[src/rtl/relu_layer_sequencer.sv]
// Accumulates 8-bit partial-sum beats per lane, fires the RELU datapath and holds its result for a valid/ready consumer.
// Optional macro RELU_SEQ_SAT_FLAG_EN adds a sticky per-vector saturation flag output (sat_flag).
module relu_layer_sequencer #(
  parameter int unsigned LANES     = 32,
  parameter int unsigned MAX_BEATS = 16
) (
  input  logic               clk,
  input  logic               reset,
  input  logic [LANES*8-1:0] psum_in,
  input  logic               psum_valid,
  input  logic               psum_last,
  output logic               psum_ready,
  output logic [LANES*8-1:0] relu_sumIn,
  output logic               relu_trigger,
  input  logic [LANES*4-1:0] relu_layer1Out,
  output logic [LANES*4-1:0] act_out,
  output logic               act_valid,
  input  logic               act_ready,
  output logic               busy
`ifdef RELU_SEQ_SAT_FLAG_EN
  ,
  output logic               sat_flag
`endif
);

  localparam int unsigned CW = $clog2(MAX_BEATS) + 1;

  typedef enum logic [1:0] {IDLE, ACCUM, FIRE, HOLD} state_t;

  state_t             state, state_nxt;
  logic [LANES*8-1:0] acc, acc_nxt, sat_sum;
  logic [CW-1:0]      count, count_nxt;
  logic [8:0]         lane_sum;
`ifdef RELU_SEQ_SAT_FLAG_EN
  logic [LANES-1:0]   lane_clamp;
`endif

  // 9-bit signed add per lane; a mismatch of the top two bits means overflow.
  always_comb begin
    sat_sum  = '0;
    lane_sum = '0;
`ifdef RELU_SEQ_SAT_FLAG_EN
    lane_clamp = '0;
`endif
    for (int unsigned i = 0; i < LANES; i++) begin
      lane_sum = {acc[8*i+7], acc[8*i +: 8]} + {psum_in[8*i+7], psum_in[8*i +: 8]};
      if (lane_sum[8] != lane_sum[7]) begin
        sat_sum[8*i +: 8] = lane_sum[8] ? 8'h80 : 8'h7F;
`ifdef RELU_SEQ_SAT_FLAG_EN
        lane_clamp[i] = 1'b1;
`endif
      end else begin
        sat_sum[8*i +: 8] = lane_sum[7:0];
      end
    end
  end

  always_comb begin
    state_nxt    = state;
    acc_nxt      = acc;
    count_nxt    = count;
    psum_ready   = 1'b0;
    relu_trigger = 1'b0;
    act_valid    = 1'b0;
    case (state)
      IDLE: begin
        psum_ready = 1'b1;
        if (psum_valid) begin
          acc_nxt   = psum_in;
          count_nxt = CW'(1);
          state_nxt = psum_last ? FIRE : ACCUM;
        end
      end
      ACCUM: begin
        psum_ready = 1'b1;
        if (psum_valid) begin
          acc_nxt   = sat_sum;
          count_nxt = count + CW'(1);
          if (psum_last || count_nxt == CW'(MAX_BEATS)) state_nxt = FIRE;
        end
      end
      FIRE: begin
        relu_trigger = 1'b1;
        state_nxt    = HOLD;
      end
      HOLD: begin
        act_valid = 1'b1;
        if (act_ready) begin
          acc_nxt   = '0;
          count_nxt = '0;
          state_nxt = IDLE;
        end
      end
      default: state_nxt = IDLE;
    endcase
  end

  assign relu_sumIn = acc;
  assign busy       = (state != IDLE);

  always_ff @(posedge clk) begin
    if (reset) begin
      state   <= IDLE;
      acc     <= '0;
      count   <= '0;
      act_out <= '0;
    end else begin
      state <= state_nxt;
      acc   <= acc_nxt;
      count <= count_nxt;
      if (state == FIRE) act_out <= relu_layer1Out;
    end
  end

`ifdef RELU_SEQ_SAT_FLAG_EN
  // First beat is a plain load, so the flag restarts clear for every vector.
  always_ff @(posedge clk) begin
    if (reset || state == IDLE || state_nxt == IDLE) sat_flag <= 1'b0;
    else if (state == ACCUM && psum_valid)          sat_flag <= sat_flag | (|lane_clamp);
  end
`endif

endmodule

[config.mk]
export PLATFORM = sky130hd
export DESIGN_NAME = relu_layer_sequencer
export DESIGN_NICKNAME = d
export VERILOG_FILES = /design/src/rtl/relu_layer_sequencer.sv
export SDC_FILE = /design/constraint.sdc
export NUM_CORES = 1
export LEC_CHECK = 0
export CORE_AREA = 8 8 299 301
export DETAILED_ROUTE_END_ITERATION = 10
export DIE_AREA = 0 0 307 309
export GPL_ROUTABILITY_DRIVEN = 0
export PLACE_DENSITY = 0.63
export RECOVER_POWER = 25
export SYNTH_ARGS = -nofsm -noshare
export SYNTH_HDL_FRONTEND = slang
export SYNTH_SLANG_ARGS = --single-unit
[constraint.sdc]
create_clock -name clk -period 4.3 [get_ports clk]
set_input_delay 0.86 -clock clk [delete_from_list [all_inputs] [get_ports clk]]
set_output_delay 0.86 -clock clk [all_outputs]
set_load 0.02 [all_outputs]
==> results.md, run 1 <==
* Async SR Flop Fraction at 0
* TritonCTS buffer count at 52
* Die Wd at 307 um
* Hold/Removal Path Class: reg2reg
* IO buf count at 776
* Clock tree from TritonCTS: yes
* Number of max-capacitance violations reported at 1
* Maximum clock path buffer count at 3
* Count of fill cells added during filler insertion at 8294
* Hold Fails Final Rpt at 0
* Slew Limit Headroom at -0.6213
* Finished Layout Cells at 5450
* Residual DRC at 0
* Via count of the first global-routing pass at 29650
* Synth Area in XOR/XNOR at 0.03519
* Slowest cell on crit path: ha_1
* Clock Sink Count at 391
* Outcome: finished with violations
* Total Routing Usage GR at 0.2375
* Number of enable flip-flop cells after synthesis at 0
* Prevailing post-synth register cell: dfxtp_1
* Crit-path cells: clkdlybuf4s50_1 -> ha_1 -> a21o_1 -> a21oi_1 -> o31ai_1 -> a21o_1 -> a21oi_1 -> xnor2_1 -> ha_1 -> nand3_1 -> o21ai_1 -> a2111oi_0 -> a2111oi_0
* Floorplan die height at 309 um
* Commonest cells after routing, fill and taps aside: clkdlybuf4s50_1 (715), nor2_1 (473), dfxtp_1 (391)
* Violations in the final reports: capacitance limit, slew limit
* Initial standard-cell utilization of the core at 0.3471
* Standard-cell row count at 107
* First-pass iteration count of the detailed router at 6
* Clock latency on the worst-skew pair at 0.62 ns
* Biggest fanout along the worst timing path at 11
* Stage delay of the slowest cell on the critical path at 0.49 ns
* Crit end category: flop
* Compound-gate portion of the synthesized area at 0.2987
* Synthesized flop and latch total at 391
* Quantity of gates resized following cts at 0
* Multiplexer share of the synthesized area at 0.04780
* R2r setup slk at 0.94 ns
* Wire length of the first global-routing pass at 180100 um
* Antenna violations before repair at 23
* Final setup skew at 0.04282 ns
* H-tree depth at 2
* Arrival time of the worst setup path at 4.16 ns
* Warnings from Yosys at 0
* Number of setup buffers added after CTS at 0
* Maximum number of pins on one net before global-route repair at 130
* Main combinational cell family by area after synthesis: compound AO/OA/AOI/OAI gates
* Required time reported for the critical path endpoint at 4.79 ns
* Cell leakage power at 16.30 nW
* Post-detailed-route via-to-cell ratio at 5.632
* Post-route minimum period at 3.675 ns
* Syn_nets at 4260
* Setup TNS Final at 0 ns
* Area growth, synth to finish at 36.18%
* I/O Pins at 777
* Via count at 30694
* Worst Setup Start Kind: input port
* Library cell used as clock root buffer: clkbuf_16
* Tightest Pin Transition at 2.432 ns
* Worst ir drop on vdd at 0.0004813 V
* Simple-gate share of the synthesized area at 0.1700
* Placed wire-length estimate after detailed placement at 89170 um
* Total standard cell area after synthesis at 29370 um2
* Fmax achieved at 0.2721 GHz
* Clock transition time at the flip-flop clock pins of the worst setup and hold paths at 0.06 ns
* Post-synthesis average cell area at 8.221 um2
* Final routed wire length divided by cell count at 22.02 um
* Antenna Violating Nets Remaining at 0
* Count of cell types in the netlist at 82
* Die area at 94860 um2
* Crit path kind: in2reg
* Fraction of final layout cells with drive strength greater than 1 at 0.04269
* Wire length after detailed routing at 120000 um
* Fraction of the mapped netlist area in adder cells at 0.1392
* Count of hold-fix buffers inserted at cts at 0
* Pwr/cell area at 788.8 nW/um2
* Grt total ovfl at 0
* Fraction of the cycle the final worst path needs at 0.8547
* Most common cell after layout, fill and taps aside: clkdlybuf4s50_1
* Pins Over Slew Limit at 130
* Inst Count DP at 5335
* Sequential element share of the synthesized area at 0.2665
* Detailed Route Iter0 Violations at 1933
* Std-Cell Core Area at 84610 um2
* Count of nets after finishing at 4932
* Gate count of the mapped netlist at 3573
* Number of setup violations in the final report at 0
* Setup repair after global routing missed its margin: false
## metrics by stage
stage	setup slack, ns	power (mW)	area, um2	hold WS, ns	util
after detailed placement	0.03219	26.95	38250	0.4789	0.4520
after global placement	0.1008	26.80	38250	0.4705	0.4520
after CTS	0.7078	31.66	39980	0.4897	0.4726
after floorplan	0.7385	19.82	29370	0.4654	-
after global routing	0.3467	33.87	39970	0.5107	0.4725
final	0.6247	31.55	40000	0.4865	0.4727
## sequential cells by signal, summed over array words and instances, names as in the netlist
| signal | cells |
|---|---|
| state | 2 |
| relu_sumIn | 256 |
| act_out | 128 |
| count | 5 |
## path summary, 6_finish.rpt
| path | depth (start not counted) | from | endpoint |
|---|---|---|---|
| hold reg to reg | 2 | act_out[103] | act_out[103] |
| setup / recovery | 13 | psum_in[249] | relu_sumIn[251] |
| hold / removal | 2 | act_out[103] | act_out[103] |
| setup reg to reg | 12 | relu_sumIn[249] | relu_sumIn[251] |
## synth_stat cells (24+ instances only)
cell type  instances  share of area
inv_1            100          0.013
a21oi_1          330          0.056
o21ai_1           24         0.0041
dfxtp_1          391           0.27
ha_1             266           0.11
a21o_1            69          0.018
xnor2_1           75          0.022
o31ai_1           25         0.0064
clkbuf_1         137          0.018
a211oi_1         145          0.037
nand2b_1          41         0.0087
a221oi_1          56          0.017
o21bai_1          49          0.013
nor3_1            76          0.013
nor4_1            27         0.0058
buf_2             40         0.0068
nand3_1           58         0.0099
a311oi_1          44          0.013
o21ai_0           63          0.011
xor2_1            43          0.013
a32oi_1           45          0.013
nand2_1          197          0.025
o21a_1            55          0.014
a31oi_1           71          0.015
mux2i_1          138          0.047
and3_1            91          0.019
o32ai_1           28         0.0083
nor2_1           474          0.061
fa_1              32          0.022
## logic make-up (layout without fill, tap and decap cells)
kind of cell,Yosys count,in the layout
AOI/OAI and AO/OA,1227,1227
xor gates and xnor gates,118,118
adders and majority gates,310,310
muxes,140,140
other,0,19
DFF,391,391
buffers and inverters,301,1015
and+or+nand+nor,1086,1086
## cell type report
| class | count | area (um2) | area share |
|---|---|---|---|
| well taps | 1144 | 1431 | 0.03578 |
| multi-input cells | 2881 | 20330 | 0.5081 |
| inverters | 102 | 385.4 | 0.009634 |
| flip-flops and latches | 391 | 7828 | 0.1957 |
| clock buffers | 80 | 1526 | 0.03816 |
| diodes | 19 | 47.55 | 0.001189 |
| repair buffers | 817 | 8243 | 0.2061 |
| clock inverters | 16 | 212.7 | 0.005318 |
## routing by layer
layer	global-route usage	up-vias	wire length, um
met2	0.4048	1024	56850
met1	0.2838	14552	48130
met3	0.06330	223	9995
met5	0	-	49
li1	-	14887	-
met4	0.09400	8	4975
## where the power goes
group	internal, mW	leakage [nW]	total (mW)	switching [mW]
Combinational	8.73	12.2	20.8	12.1
Sequential	4.99	3.23	6.24	1.25
Clock	2.63	0.853	4.51	1.88
Total	16.4	16.3	31.6	15.2
## worst max-delay path, delay by kind of cell
family / cells / cell delay, ns
AND/OR/NAND/NOR: 1 / 0.13
AO/OA/AOI/OAI: 8 / 1.78
adder cells (fa/ha/maj): 2 / 0.80
buffers and inverters: 1 / 0.48
XOR/XNOR: 1 / 0.11
No activity file was read; power rests on OpenSTA's default activity.
==> run 2: changes to the inputs <==
--- a/config.mk
+++ b/config.mk
@@ -5,12 +5,14 @@
 export SDC_FILE = /design/constraint.sdc
 export NUM_CORES = 1
 export LEC_CHECK = 0
-export CORE_AREA = 8 8 299 301
+export CORE_AREA = 10 10 292 294
 export DETAILED_ROUTE_END_ITERATION = 10
-export DIE_AREA = 0 0 307 309
+export DIE_AREA = 0 0 302 304
 export GPL_ROUTABILITY_DRIVEN = 0
-export PLACE_DENSITY = 0.63
+export MAX_ROUTING_LAYER = met4
+export PLACE_DENSITY = 0.66
 export RECOVER_POWER = 25
+export SETUP_SLACK_MARGIN = 0.4
 export SYNTH_ARGS = -nofsm -noshare
 export SYNTH_HDL_FRONTEND = slang
 export SYNTH_SLANG_ARGS = --single-unit
==> results.md, run 2 (synthesized netlist as in run 1, its figures left out) <==
* Outcome: finished with violations
* Violations in the final reports: capacitance limit, slew limit
* Clock network fraction of total power at 0.149 (+0.006)
* Slowest cell on crit path: clkdlybuf4s50_1
* Count of fill cells added during filler insertion at 7638 (-7.9%)
* I/O Pins at 777 (unchanged)
* Finished Layout Cells at 5356 (-1.7%)
* Commonest cells after routing, fill and taps aside: clkdlybuf4s50_1 (711), nor2_1 (473), dfxtp_1 (391)
* Final setup margin at 0.8399 ns (+0.2152 ns)
* Setup TNS Final at 0 ns (unchanged)
* Number of max-capacitance violations reported at 2 (+1)
* Worst Setup Start Kind: input port
* Comb pwr share at 0.652 (-0.007)
* Number of setup violations in the final report at 0 (unchanged)
* Inst Count DP at 5238 (-1.8%)
* Biggest fanout along the worst timing path at 4 (-7)
* Slew Limit Headroom at -0.5946 (+0.02667)
* Pwr/cell area at 792.6 nW/um2 (+0.49%)
* Most common cell after layout, fill and taps aside: clkdlybuf4s50_1
* Grt total ovfl at 0 (unchanged)
* Final routed wire length divided by cell count at 22.65 um (+2.8%)
* Required time reported for the critical path endpoint at 4.81 ns (+0.02 ns)
* Cell leakage power at 16.28 nW (-0.13%)
* Power Internal at 16.42 mW (+0.38%)
* Crit-path cells: clkdlybuf4s50_1 -> ha_1 -> a21o_1 -> a21oi_1 -> o31ai_1 -> a21o_1 -> a21oi_1 -> xnor2_1 -> ha_1 -> nand3_1 -> o21ai_1 -> a2111oi_0 -> a2111oi_0
* TritonCTS buffer count at 52 (unchanged)
* Initial standard-cell utilization of the core at 0.3688 (+0.02169)
* Std-Cell Core Area at 79640 um2 (-5.9%)
* Reg area at 7828 um2 (unchanged)
* Clock Sink Count at 391 (unchanged)
* Clock tree from TritonCTS: yes
* Residual DRC at 0 (unchanged)
* Share of power burned in registers at 0.199 (about the same)
* Library cell used as clock root buffer: clkbuf_16
* Wire length after detailed routing at 121300 um (+1.1%)
* Area growth, synth to finish at 35.81%
* Post-route minimum period at 3.460 ns (-0.2152 ns)
* IO buf count at 776 (unchanged)
* Flip-flop count of the largest register, all copies and words added at 256 (unchanged)
* Arrival time of the worst setup path at 3.97 ns (-0.19 ns)
* Placed wire-length estimate after detailed placement at 90390 um (+1.4%)
* Largest delay contributor family on the critical path: compound AO/OA/AOI/OAI gates
* Minimum hold slack at 0.4725 ns (-0.01396 ns)
* Switching portion of total power at 0.4808 (-0.0008654)
* Clock transition time at the flip-flop clock pins of the worst setup and hold paths at 0.06 ns (about the same)
* Number of setup buffers added after CTS at 0 (unchanged)
* Hold/Removal Path Class: reg2reg
* PnR Total Power at 31.62 mW (+0.21%)
* Area occupied by multi-input gates at 20330 um2 (about the same)
* Via count at 30859 (+0.54%)
* Count of nets after finishing at 4919 (-0.26%)
* Tightest Pin Transition at 2.392 ns (-0.04001 ns)
* Total Routing Usage GR at 0.2563 (+0.01880)
* Pins Over Slew Limit at 231 (+78%)
* Fraction of final layout cells with drive strength greater than 1 at 0.04212 (-0.0005622)
* Clock latency on the worst-skew pair at 0.63 ns (about the same)
* Maximum number of pins on one net before global-route repair at 162 (+25%)
* H-tree depth at 2 (unchanged)
* Maximum clock path buffer count at 3 (unchanged)
* Standard-cell row count at 104 (-2.8%)
* Crit path kind: in2reg
* Detailed Route Iter0 Violations at 1980 (+2.4%)
* Antenna violations before repair at 26 (+13%)
* Hold Fails Final Rpt at 0 (unchanged)
* Via count of the first global-routing pass at 29470 (-0.61%)
* Quantity of gates resized following cts at 0 (unchanged)
* Worst ir drop on vdd at 0.0004870 V (+1.2%)
* NetSw at 15.20 mW (about the same)
* Buffers plus inverters on the worst setup path at 1 (unchanged)
* Antenna Violating Nets Remaining at 0 (unchanged)
* Setup repair after global routing missed its margin: false
* Floorplan die height at 304 um (-1.6%)
* Stage delay of the slowest cell on the critical path at 0.48 ns (about the same)
* Die Wd at 302 um (-1.6%)
* Post-detailed-route via-to-cell ratio at 5.762 (+2.3%)
* Wire length of the first global-routing pass at 181400 um (+0.69%)
* Fmax achieved at 0.2890 GHz (+6.2%)
* Placement Setup Slack at 0.2135 ns (+0.1813 ns)
* Final setup skew at 0.03256 ns (-0.01026 ns)
* Crit end category: flop
* Fraction of the cycle the final worst path needs at 0.8047 (-0.05004)
* First-pass iteration count of the detailed router at 7 (+1)
* Die area at 91810 um2 (-3.2%)
* Count of hold-fix buffers inserted at cts at 0 (unchanged)
-- run 2: cell count changes in the layout (fill, tap and decap cells not counted), moves of 2 or more --
cell	change
buf_12	-2
buf_4	-12
bufinv_16	+4
clkbuf_1	-9
clkbuf_8	-3
clkdlybuf4s50_1	-4
clkinv_4	+3
clkinvlp_4	+5
diode_2	+4
dlygate4sd3_1	+4
-- run 2: final timing paths --
path	from	end	slack (ns)	cells after the start
max	psum_in[249]	relu_sumIn[251]	0.84	13
min	relu_sumIn[183]	relu_sumIn[183]	0.47	2
max reg2reg	state[0]	relu_sumIn[131]	0.88	7
min reg2reg	relu_sumIn[183]	relu_sumIn[183]	0.47	2
-- run 2: tightest hold or removal path, stage by stage (launching register included) --
cell,delay [ns]
dfxtp_1,0.32
nand2_1,0.06
a21oi_1,0.05
-- run 2: power by group through the flow --
stage,registers (mW),logic [mW],clock network (mW)
3_3_place_gp,6.33,20.3,0
6_report,6.29,20.6,4.71
5_1_grt,6.45,22.6,4.95
3_5_place_dp,6.34,20.5,0
4_1_cts,6.29,20.6,4.82
2_1_floorplan,7.54,12.3,0
-- run 2: layer usage --
metal  routed length [um]  track usage  vias to the layer above
li1                     -            -                    14871
met1                48930       0.2987                    14606
met2                57390       0.4135                     1172
met3                10200      0.06421                      210
met4                 4782       0.1100                        0
met5                    0            -                        -
-- run 2: layout make-up --
| cell class | instances | area share |
|---|---|---|
| multi-input combinational | 2881 | 0.5097 |
| timing repair buffer | 804 | 0.2035 |
| inverter | 102 | 0.009692 |
| tap | 1060 | 0.03325 |
| clock inverter | 27 | 0.009786 |
| sequential | 391 | 0.1962 |
| antenna | 23 | 0.001443 |
| clock buffer | 68 | 0.03638 |
-- run 2: through the flow --
step	util	area, um2
finish	0.5009	39890
global placement	0.4776	38030
CTS	0.5007	39870
detailed placement	0.4776	38030
global route	0.5008	39880
floorplan	-	29370
==> run 3: changes to the inputs <==
--- a/config.mk
+++ b/config.mk
@@ -5,12 +5,12 @@
 export SDC_FILE = /design/constraint.sdc
 export NUM_CORES = 1
 export LEC_CHECK = 0
-export CORE_AREA = 10 10 292 294
+export CORE_AREA = 10 10 291 293
 export DETAILED_ROUTE_END_ITERATION = 10
-export DIE_AREA = 0 0 302 304
+export DIE_AREA = 0 0 301 303
 export GPL_ROUTABILITY_DRIVEN = 0
 export MAX_ROUTING_LAYER = met4
-export PLACE_DENSITY = 0.66
+export PLACE_DENSITY = 0.69
 export RECOVER_POWER = 25
 export SETUP_SLACK_MARGIN = 0.4
 export SYNTH_ARGS = -nofsm -noshare
==> constraint.sdc (replaced) <==
create_clock -name clk -period 3 [get_ports clk]
set_input_delay 0.6 -clock clk [delete_from_list [all_inputs] [get_ports clk]]
set_output_delay 0.6 -clock clk [all_outputs]
set_load 0.02 [all_outputs]
==> results.md, run 3 (synthesized netlist as in run 1, its figures left out) <==
* Commonest cells after routing, fill and taps aside: clkdlybuf4s50_1 (691), nor2_1 (468), buf_4 (396)
* Fraction of final layout cells with drive strength greater than 1 at 0.1618 (+0.1197)
* Stage delay of the slowest cell on the critical path at 0.35 ns (-0.13 ns)
* Final setup skew at 0.02018 ns (-0.01238 ns)
* H-tree depth at 2 (unchanged)
* Worst ir drop on vdd at 0.0009593 V (+97%)
* Crit end category: flop
* Required time reported for the critical path endpoint at 3.49 ns (-1.32 ns)
* Post-route minimum period at 2.725 ns
* Slew Limit Headroom at -0.07701 (+0.5176)
* Via count of the first global-routing pass at 31712 (+7.6%)
* First-pass iteration count of the detailed router at 5 (-2)
* R2r setup slk at 0.28 ns (-0.60 ns)
* Minimum hold slack at 0.4012 ns (-0.07135 ns)
* Antenna Violating Nets Remaining at 0 (unchanged)
* Largest delay contributor family on the critical path: compound AO/OA/AOI/OAI gates
* Buffers plus inverters on the worst setup path at 2 (+1)
* Antenna violations before repair at 20 (-23%)
* Area growth, synth to finish at 51.12%
* I/O Pins at 777 (unchanged)
* Die area at 91200 um2 (-0.66%)
* Final setup margin at 0.2747 ns (-0.5652 ns)
* Setup TNS Final at 0 ns (unchanged)
* Standard-cell row count at 103 (-0.96%)
* Final routed wire length divided by cell count at 21.71 um (-4.1%)
* GR met3 Demand/Resource at 0.05402 (-0.01019)
* Fmax achieved at 0.3669 GHz
* Instance area at placement at 41230 um2 (+8.4%)
* Worst Setup Start Kind: input port
* Violations in the final reports: capacitance limit, slew limit
* Initial standard-cell utilization of the core at 0.3736 (+0.004802)
* Clock Sink Count at 391 (unchanged)
* Placement Setup Slack at -0.7094 ns (-0.9229 ns)
* Fraction of met1 tracks used by global routing at 0.2931 (-0.005689)
* Source of the worst hold timing path: psum_in[120]
* Hold Fails Final Rpt at 0 (unchanged)
* Start of the worst register-to-register path: relu_sumIn[249]
* Outcome: finished with violations
* Via count at 32713 (+6.0%)
* Number of max-capacitance violations reported at 1 (-1)
* TritonCTS buffer count at 50 (-3.8%)
* Count of hold-fix buffers inserted at cts at 0 (unchanged)
* Post-layout utilization of the core at 0.5646 (+0.06372)
* Count of nets after finishing at 5324 (+8.2%)
* Total Routing Usage GR at 0.2595 (+0.003192)
* Fraction of met2 tracks used by global routing at 0.4386 (+0.02512)
* Wire length after detailed routing at 124700 um (+2.8%)
* Hold/Removal Path Class: in2reg
* Capture endpoint of the worst hold path: relu_sumIn[120]
* Maximum clock path buffer count at 3 (unchanged)
* Die Wd at 301 um (-0.33%)
* Std-Cell Core Area at 78610 um2 (-1.3%)
* Clock transition time at the flip-flop clock pins of the worst setup and hold paths at 0.06 ns (about the same)
* Flip-flop count of the largest register, all copies and words added at 256 (unchanged)
* Detailed Route Iter0 Violations at 1840 (-7.1%)
* Arrival time of the worst setup path at 3.21 ns (-0.76 ns)
* Library cell used as clock root buffer: clkbuf_16
* Maximum number of pins on one net before global-route repair at 146 (-9.9%)
* Placed wire-length estimate after detailed placement at 93610 um (+3.6%)
* Fraction of the cycle the final worst path needs at 0.9084
* Total non-filler cell area in the finished layout at 44390 um2 (+11%)
* Routing layer with the top usage in global route: met2
* Number of cells on the worst reg-to-reg path at 13 (+6)
* Pins Over Slew Limit at 130 (-44%)
* IO buf count at 776 (unchanged)
* Crit-path cells: clkdlybuf4s15_1 -> ha_1 -> a21o_1 -> a21oi_4 -> o31ai_4 -> a21o_1 -> a21oi_4 -> xnor2_2 -> ha_4 -> nand3_2 -> o21ai_2 -> buf_4 -> a211oi_2 -> a2111oi_1
* Residual DRC at 0 (unchanged)
* Crit path kind: in2reg
* Grt total ovfl at 0 (unchanged)
* Clock tree from TritonCTS: yes
* Number of setup violations in the final report at 0 (unchanged)
* Biggest fanout along the worst timing path at 5 (+1)
* Inst Count DP at 5608 (+7.1%)
* Wire length of the first global-routing pass at 184200 um (+1.6%)
* Finished Layout Cells at 5743 (+7.2%)
* Floorplan die height at 303 um (-0.33%)
* Worst reg2reg path endpoint: relu_sumIn[254]
* Pwr/cell area at 1148 nW/um2 (+45%)
* Setup repair after global routing missed its margin: true
* Most common cell after layout, fill and taps aside: clkdlybuf4s50_1
* Count of fill cells added during filler insertion at 7022 (-8.1%)
* PnR Total Power at 50.95 mW (+61%)
* Tightest Pin Transition at 1.616 ns (-0.7764 ns)
* Cell leakage power at 18.73 nW (+15%)
* Clock latency on the worst-skew pair at 0.60 ns (-0.03 ns)
* Hold path depth at 3 (+1)
* Post-detailed-route via-to-cell ratio at 5.696 (-1.1%)
* Slowest cell on crit path: a2111oi_1
==> run 3: cell count changes in the layout (fill, tap and decap cells not counted), sizes merged <==
cell / previous run / this run
buf: 27 / 436
bufinv: 7 / 6
clkbuf: 70 / 72
clkdlybuf4s15: 0 / 1
clkdlybuf4s50: 711 / 691
clkinvlp: 7 / 0
diode: 23 / 14
dlygate4sd2: 0 / 8
dlygate4sd3: 64 / 58
dlymetal6s2s: 0 / 17
inv: 102 / 105
==> run 3: worst register-to-register path, cell delays in order (launching register included) <==
cell and delay (ns):
dfxtp_1 0.31, ha_1 0.27, a21o_1 0.19, a21oi_4 0.17, o31ai_4 0.10, a21o_1 0.20, a21oi_4 0.18, xnor2_2 0.10
ha_4 0.33, nand3_2 0.07, o21ai_2 0.16, buf_4 0.15, a211oi_2 0.03, a2111oi_1 0.35
==> run 3: report_power, final <==
part / switching (mW) / total [mW] / internal, mW
registers: 1.87 / 9.04 / 7.17
clock network: 2.67 / 6.63 / 3.97
logic: 19.0 / 35.3 / 16.2
total: 23.6 / 50.9 / 27.4
==> run 3: worst max path at each step <==
stage | slack, ns | to | start | cells after the start
2_1_floorplan | 0.03 | relu_sumIn[251] | psum_in[248] | 13
3_3_place_gp | -0.62 | relu_sumIn[254] | psum_in[249] | 13
3_5_place_dp | -0.71 | relu_sumIn[251] | psum_in[249] | 13
4_1_cts | 0.27 | relu_sumIn[251] | relu_sumIn[248] | 12
5_1_grt | 0.18 | relu_sumIn[250] | relu_sumIn[248] | 13
6_report | 0.27 | relu_sumIn[254] | psum_in[249] | 14
==> run 3: routing by layer <==
layer | share of wire | vias to the layer above | wire length [um]
li1 | - | 15678 | -
met5 | 0 | - | 0
met4 | 0.050 | 0 | 6209
met1 | 0.40 | 15595 | 49680
met2 | 0.48 | 1158 | 60360
met3 | 0.068 | 282 | 8456
==> run 3: what timing repair did <==
| item | CTS | global route |
|---|---|---|
| gates resized for setup | 58 | 182 |
| pin swaps | 26 | 87 |
| cloned | 0 | 0 |
| setup buffers | 14 | 13 |
| endpoints found under the setup margin | 47 | 140 |
==> run 3: area by class of cell <==
class | count | area [um2] | share of cell area
multi-input combinational | 2881 | 21580 | 0.4862
timing repair buffer | 1211 | 11450 | 0.2580
sequential | 391 | 7841 | 0.1767
clock buffer | 72 | 1485 | 0.03346
tap | 1050 | 1314 | 0.02960
inverter | 102 | 385.4 | 0.008682
clock inverter | 22 | 290.3 | 0.006540
antenna | 14 | 35.03 | 0.0007893
